**src/rtl/seq_det_pkg.sv**
```systemverilog
// Shared constants and helpers for the programmable serial pattern detector.
package seq_det_pkg;

  localparam logic MODE_NONOVL = 1'b0;
  localparam logic MODE_OVL    = 1'b1;

  // Saturating increment of a counter that is 'width' bits wide (1..32).
  // The counter is passed zero-extended to 32 bits.
  function automatic logic [31:0] sat_inc(input logic [31:0] cnt, input int unsigned width);
    logic [32:0] lim;
    lim = (33'd1 << width) - 33'd1;
    return (cnt == lim[31:0]) ? cnt : cnt + 32'd1;
  endfunction

endpackage

```
**src/rtl/seq_window_cmp.sv**
```systemverilog
// Masked equality between the candidate history window and the stored pattern.
module seq_window_cmp #(
  parameter int SEQ_LEN = 4
) (
  input  logic [SEQ_LEN-1:0] window,
  input  logic [SEQ_LEN-1:0] pat,
  input  logic [SEQ_LEN-1:0] mask,
  output logic               eq
);

  // Cleared mask bits are don't-care positions.
  always_comb begin
    eq = (((window ^ pat) & mask) == '0);
  end

endmodule

```
**src/rtl/param_seq_detector.sv**
```systemverilog
// Runtime-programmable Moore serial pattern detector with don't-care mask,
// overlap/non-overlap mode and a saturating match counter.
module param_seq_detector
  import seq_det_pkg::*;
#(
  parameter int SEQ_LEN = 4,
  parameter int CNT_W   = 8
) (
  input  logic               clk,
  input  logic               rst,
  input  logic               x,
  input  logic               x_valid,
  input  logic               load,
  input  logic [SEQ_LEN-1:0] pat_in,
  input  logic [SEQ_LEN-1:0] mask_in,
  input  logic               ovl_in,
  input  logic               clr_cnt,
  output logic               y,
  output logic [CNT_W-1:0]   match_cnt,
  output logic               armed
);

  localparam int FW = $clog2(SEQ_LEN + 1);
  localparam logic [FW-1:0] FULL = FW'(SEQ_LEN);

  logic [SEQ_LEN-1:0] shreg, shreg_n;
  logic [FW-1:0]      fill, fill_n;
  logic [SEQ_LEN-1:0] pat_q, pat_n;
  logic [SEQ_LEN-1:0] mask_q, mask_n;
  logic               ovl_q, ovl_n;
  logic               match_q, match_n;
  logic [CNT_W-1:0]   cnt_q, cnt_n;

  logic [SEQ_LEN-1:0] sh_n;
  logic [FW-1:0]      fill_c;
  logic               win_eq;
  logic               hit;

  // Candidate window and saturated fill count if the current bit were accepted.
  always_comb begin
    sh_n   = {shreg[SEQ_LEN-2:0], x};
    fill_c = (fill == FULL) ? fill : fill + FW'(1);
  end

  seq_window_cmp #(
    .SEQ_LEN (SEQ_LEN)
  ) u_cmp (
    .window (sh_n),
    .pat    (pat_q),
    .mask   (mask_q),
    .eq     (win_eq)
  );

  // A hit needs a full window of bits accepted since the last restart.
  always_comb begin
    hit = (fill_c == FULL) && win_eq;
  end

  // Next-state selection: load restarts detection and beats an accepted bit;
  // a counter clear beats a simultaneous hit.
  always_comb begin
    shreg_n = shreg;
    fill_n  = fill;
    pat_n   = pat_q;
    mask_n  = mask_q;
    ovl_n   = ovl_q;
    match_n = 1'b0;
    cnt_n   = cnt_q;
    if (load) begin
      pat_n   = pat_in;
      mask_n  = mask_in;
      ovl_n   = ovl_in;
      shreg_n = '0;
      fill_n  = '0;
      cnt_n   = '0;
    end else if (x_valid) begin
      shreg_n = sh_n;
      match_n = hit;
      fill_n  = (hit && (ovl_q == MODE_NONOVL)) ? '0 : fill_c;
      if (hit) begin
        cnt_n = CNT_W'(sat_inc(32'(cnt_q), CNT_W));
      end
    end
    if (clr_cnt) begin
      cnt_n = '0;
    end
  end

  // State register with synchronous reset.
  always_ff @(posedge clk) begin
    if (rst) begin
      shreg   <= '0;
      fill    <= '0;
      pat_q   <= '0;
      mask_q  <= '1;
      ovl_q   <= MODE_OVL;
      match_q <= 1'b0;
      cnt_q   <= '0;
    end else begin
      shreg   <= shreg_n;
      fill    <= fill_n;
      pat_q   <= pat_n;
      mask_q  <= mask_n;
      ovl_q   <= ovl_n;
      match_q <= match_n;
      cnt_q   <= cnt_n;
    end
  end

  // Outputs are straight from state.
  always_comb begin
    y         = match_q;
    match_cnt = cnt_q;
    armed     = (fill == FULL);
  end

endmodule

```
**config.mk**
```make
export PLATFORM = sky130hd
export DESIGN_NAME = param_seq_detector
export DESIGN_NICKNAME = d
export VERILOG_FILES = /design/src/rtl/seq_det_pkg.sv /design/src/rtl/seq_window_cmp.sv /design/src/rtl/param_seq_detector.sv
export SDC_FILE = /design/constraint.sdc
export NUM_CORES = 1
export LEC_CHECK = 0
export CAP_MARGIN = 40
export CORE_ASPECT_RATIO = 1.25
export CORE_MARGIN = 10
export CORE_UTILIZATION = 49
export DETAILED_ROUTE_END_ITERATION = 16
export GPL_TIMING_DRIVEN = 0
export PLACE_DENSITY = 0.78
export SETUP_SLACK_MARGIN = 0.2
export SYNTH_ARGS = -nofsm -noshare
export SYNTH_HDL_FRONTEND = slang
export SYNTH_HIERARCHICAL = 1
export SYNTH_SLANG_ARGS = --single-unit
```
**constraint.sdc**
```tcl
create_clock -name clk -period 2.7 [get_ports clk]
set_clock_uncertainty 0.1 [all_clocks]
set_input_delay 0.54 -clock clk [delete_from_list [all_inputs] [get_ports clk]]
set_output_delay 0.54 -clock clk [all_outputs]
set_load 0.1 [all_outputs]
```
==> parameters.txt <==
Parameter                              Value

Outcome
  Outcome    complete, no violations

Power
  Max rail drop VDD    0.000294 V
  Int Power    0.000486 W
  Net switching power    0.000140 W
  Comb pwr share    10.9%
  Power per cell area    396 mW/mm^2
  Clock network fraction of design power    29.8%
  Sw Ratio    22.3%
  Leakage power    0.608 nW
  Total power of the final layout    0.000626 W
  Relative contribution of sequential cells to total power    59.3%

Floorplan
  Count of pins on the block boundary    25
  Effective utilization at floorplan    51.0%
  Die Width    62.9 um
  Chip Height    73.7 um
  Number of core rows    19
  Area enclosed by the die boundary    0.00463 mm^2
  Area of the placeable core    0.00221 mm^2

Clock tree
  H-tree levels    1
  Number of buffers on the longest clock path    2
  CTS Buf Count    3
  Clock latency on the worst-skew pair    0.31 ns
  Number of buffers added to fix hold violations after cts    0
  Resized cells post-CTS    0
  CTS Root Cell    clkbuf_4
  Sinks on Clock Net    24
  CTS tree    yes
  Number of buffers inserted by post-CTS setup repair    0
  Clock slew at the register clock pins of the worst setup and hold paths    0.13 ns

Detailed routing
  Overall routed net length    2.73 mm
  Number of iterations in the first detailed-routing pass    4
  Detailed-route vias per instance    5.31
  Total via count after detailed routing    1015
  Number of nets still failing antenna checks after routing    0
  Wire length per cell    14.3 um
  Initial DRC count    57
  DRC Markers    0

Final layout
  Commonest cells after routing, fill and taps aside    23 x dfxtp_1, 22 x clkdlybuf4s50_1, 15 x nor2_1
  Fraction of final layout cells sized beyond drive strength 1    15.0%
  Number of antenna repair diodes    0
  Post-route cell area    0.00158 mm^2
  Net count reported at finish    179
  Area overhead of the layout relative to synthesis    40.1%
  Most frequent standard cell in the layout excluding fill and tap cells    dfxtp_1

Setup path
  Worst-path fanout max    10
  Number of buffers and inverters on the critical path    1
  Required time of the critical path    2.85 ns
  Arrival @ worst endpoint    2.49 ns
  Series of cell instances along the critical path    clkdlybuf4s50_1 -> xor2_1 -> a221oi_2 -> o2111a_2 -> nand2_2 -> or4_1 -> a21oi_1
  Crit path kind    input port to flop
  Critical Path Sink Type    flop
  Crit-path leading delay family    compound AO/OA/AOI/OAI gates
  Startpoint type of the worst setup path    input port
  Cell depth of the worst flop-to-flop path    7
  Library cell contributing the largest single delay on the critical path    or4_1
  Biggest cell delay along the critical path    0.52 ns
  Path length in cells of the critical path    7

Place
  IO Port Bufs    23
  Routability Congestion    0.819
  Hpwl dp    2.12 mm
  Total placed instance area    0.00155 mm^2

Logic synthesis
  Flip-flop and latch count after synthesis    24
  Synthesized-area fraction occupied by ao, oa, aoi and oai cells    14.9%
  Async S/R FF share, synth    0%
  Synthesized-area fraction occupied by adder cells    3.33%
  Dominant register cell in the synthesized netlist    dfxtp_1
  Post-synth cell types    37
  Share of synthesized cell area in and, or, nand and nor gates    24.6%
  Nets in the synthesized netlist    142
  Synthesized area per cell    9.10 um^2
  Xor and xnor fraction of the mapped netlist area    4.66%
  Mux share of post-synthesis cell area    7.21%
  Post-synthesis instance area    0.00113 mm^2
  Cells after Synth    124
  Number of flops mapped to enable cells by yosys    0
  Combinational family with the most area after synthesis    simple AND/OR/NAND/NOR gates
  Register area share after synthesis    42.6%
  Number of warnings printed during yosys synthesis    6

Timing
  Relative slew margins    63.0%
  Count of pins over their slew limit    0
  Time the worst path needs with I/O delays and setup    2.34 ns
  Final Hold Viols    0
  Final count of negative-setup-slack endpoints    0
  Post-route fraction of the period consumed by the critical path    86.9%
  Setup TNS Final    0 ns
  Tightest Pin Transition    0.555 ns
  Final hold slack    0.402 ns
  Peak Freq    0.426 GHz
  RSZ-0062 raised after global routing    no

Worst hold path
  Cell depth of the worst hold path    2
  Worst hold path type    flop to flop

Global route
  Antenna violations before repair    0
  Number of global-route vias before repair    1071
  Met1 track demand over resource in global routing    13.4%
  GRT Max-Usage Layer    met2
  Grt met2 use    23.1%
  Overall overflow remaining after global route    0
  First-pass GRT wire length    4.95 mm
  Overall track demand over capacity in global routing    12.8%
  Largest net degree at the start of global routing    14
  Met3 capacity usage during global routing    4.10%

Run
  Number of max-cap violations    0
power groups by stage:
stage          Sequential (W)  Combinational [W]  Clock (W)
6_report             0.000371          0.0000685   0.000186
3_5_place_dp         0.000379          0.0000690          0
5_1_grt              0.000373          0.0000758   0.000208
3_3_place_gp         0.000379          0.0000670          0
4_1_cts              0.000371          0.0000696   0.000192
2_1_floorplan        0.000378          0.0000404          0
registers in the layout, indices dropped and copies added, names as in the netlist:
register	count
match_cnt	8
mask_q	4
pat_q	4
fill	3
shreg	3
ovl_q	1
y	1
per-stage QoR:
stage,instances,setup slack (ns),utilization [%]
after global placement,178,0.00434,63.2
after detailed placement,188,-0.000165,70.0
after global routing,191,0.213,71.5
after CTS,192,0.243,71.6
final,191,0.355,71.5
after floorplan,124,0.448,-
cell type report:
class	instances	area, um^2
inverter	3	11.3
buffer	5	20.0
multi-input combinational	92	618
fill	169	629
sequential	24	482
clock buffer	4	36.3
tap	31	38.8
timing repair buffer	32	375
synthesized netlist by cell type, types with 2 or more instances:
cell | instances | area share (%)
o31ai_1 | 2 | 1.3
ha_1 | 3 | 3.3
nor2b_1 | 6 | 3.3
nand2_1 | 8 | 2.7
nand4_1 | 2 | 1.1
a211oi_1 | 2 | 1.3
inv_1 | 3 | 1.0
o21ai_0 | 2 | 0.89
nand3_1 | 5 | 2.2
a21oi_1 | 7 | 3.1
or3_1 | 2 | 1.1
or4_1 | 3 | 2.0
a211o_1 | 5 | 3.9
clkbuf_1 | 3 | 1.0
nor2_1 | 15 | 5.0
nor3_1 | 2 | 0.89
dfxtp_1 | 24 | 43
mux2i_1 | 7 | 6.2
xor2_1 | 5 | 3.9
per-layer routing:
metal | part of all wire [%] | wire (um) | up-vias
met3 | 5.0 | 137 | 8
met4 | 2.2 | 59 | 0
met1 | 43 | 1180 | 469
met2 | 50 | 1360 | 19
li1 | - | - | 519
met5 | 0 | 0 | -
cells by family (layout without fill, tap and decap cells):
logic type / count (synthesis) / in the layout
XOR/XNOR: 6 / 6
flip-flops: 24 / 24
buffers and inverters: 8 / 44
adder cells (fa/ha/maj): 3 / 3
AND/OR/NAND/NOR: 52 / 52
multiplexers: 8 / 8
AO/OA/AOI/OAI: 23 / 23
path summary, 6_finish.rpt:
| path | startpoint | end | slack (ns) |
|---|---|---|---|
| min reg2reg | match_cnt[1]$_SDFFE_PP0P_ | match_cnt[1]$_SDFFE_PP0P_ | 0.40 |
| max | x | match_cnt[4]$_SDFFE_PP0P_ | 0.36 |
| min | match_cnt[1]$_SDFFE_PP0P_ | match_cnt[1]$_SDFFE_PP0P_ | 0.40 |
| max reg2reg | pat_q[3]$_SDFFE_PP0P_ | match_cnt[4]$_SDFFE_PP0P_ | 0.49 |
tightest hold or removal path, cell delays in order (launching register included):
cell,delay (ns)
dfxtp_1,0.36
nand2_1,0.06
a21oi_1,0.05
Power figures use the tool's default switching activity.
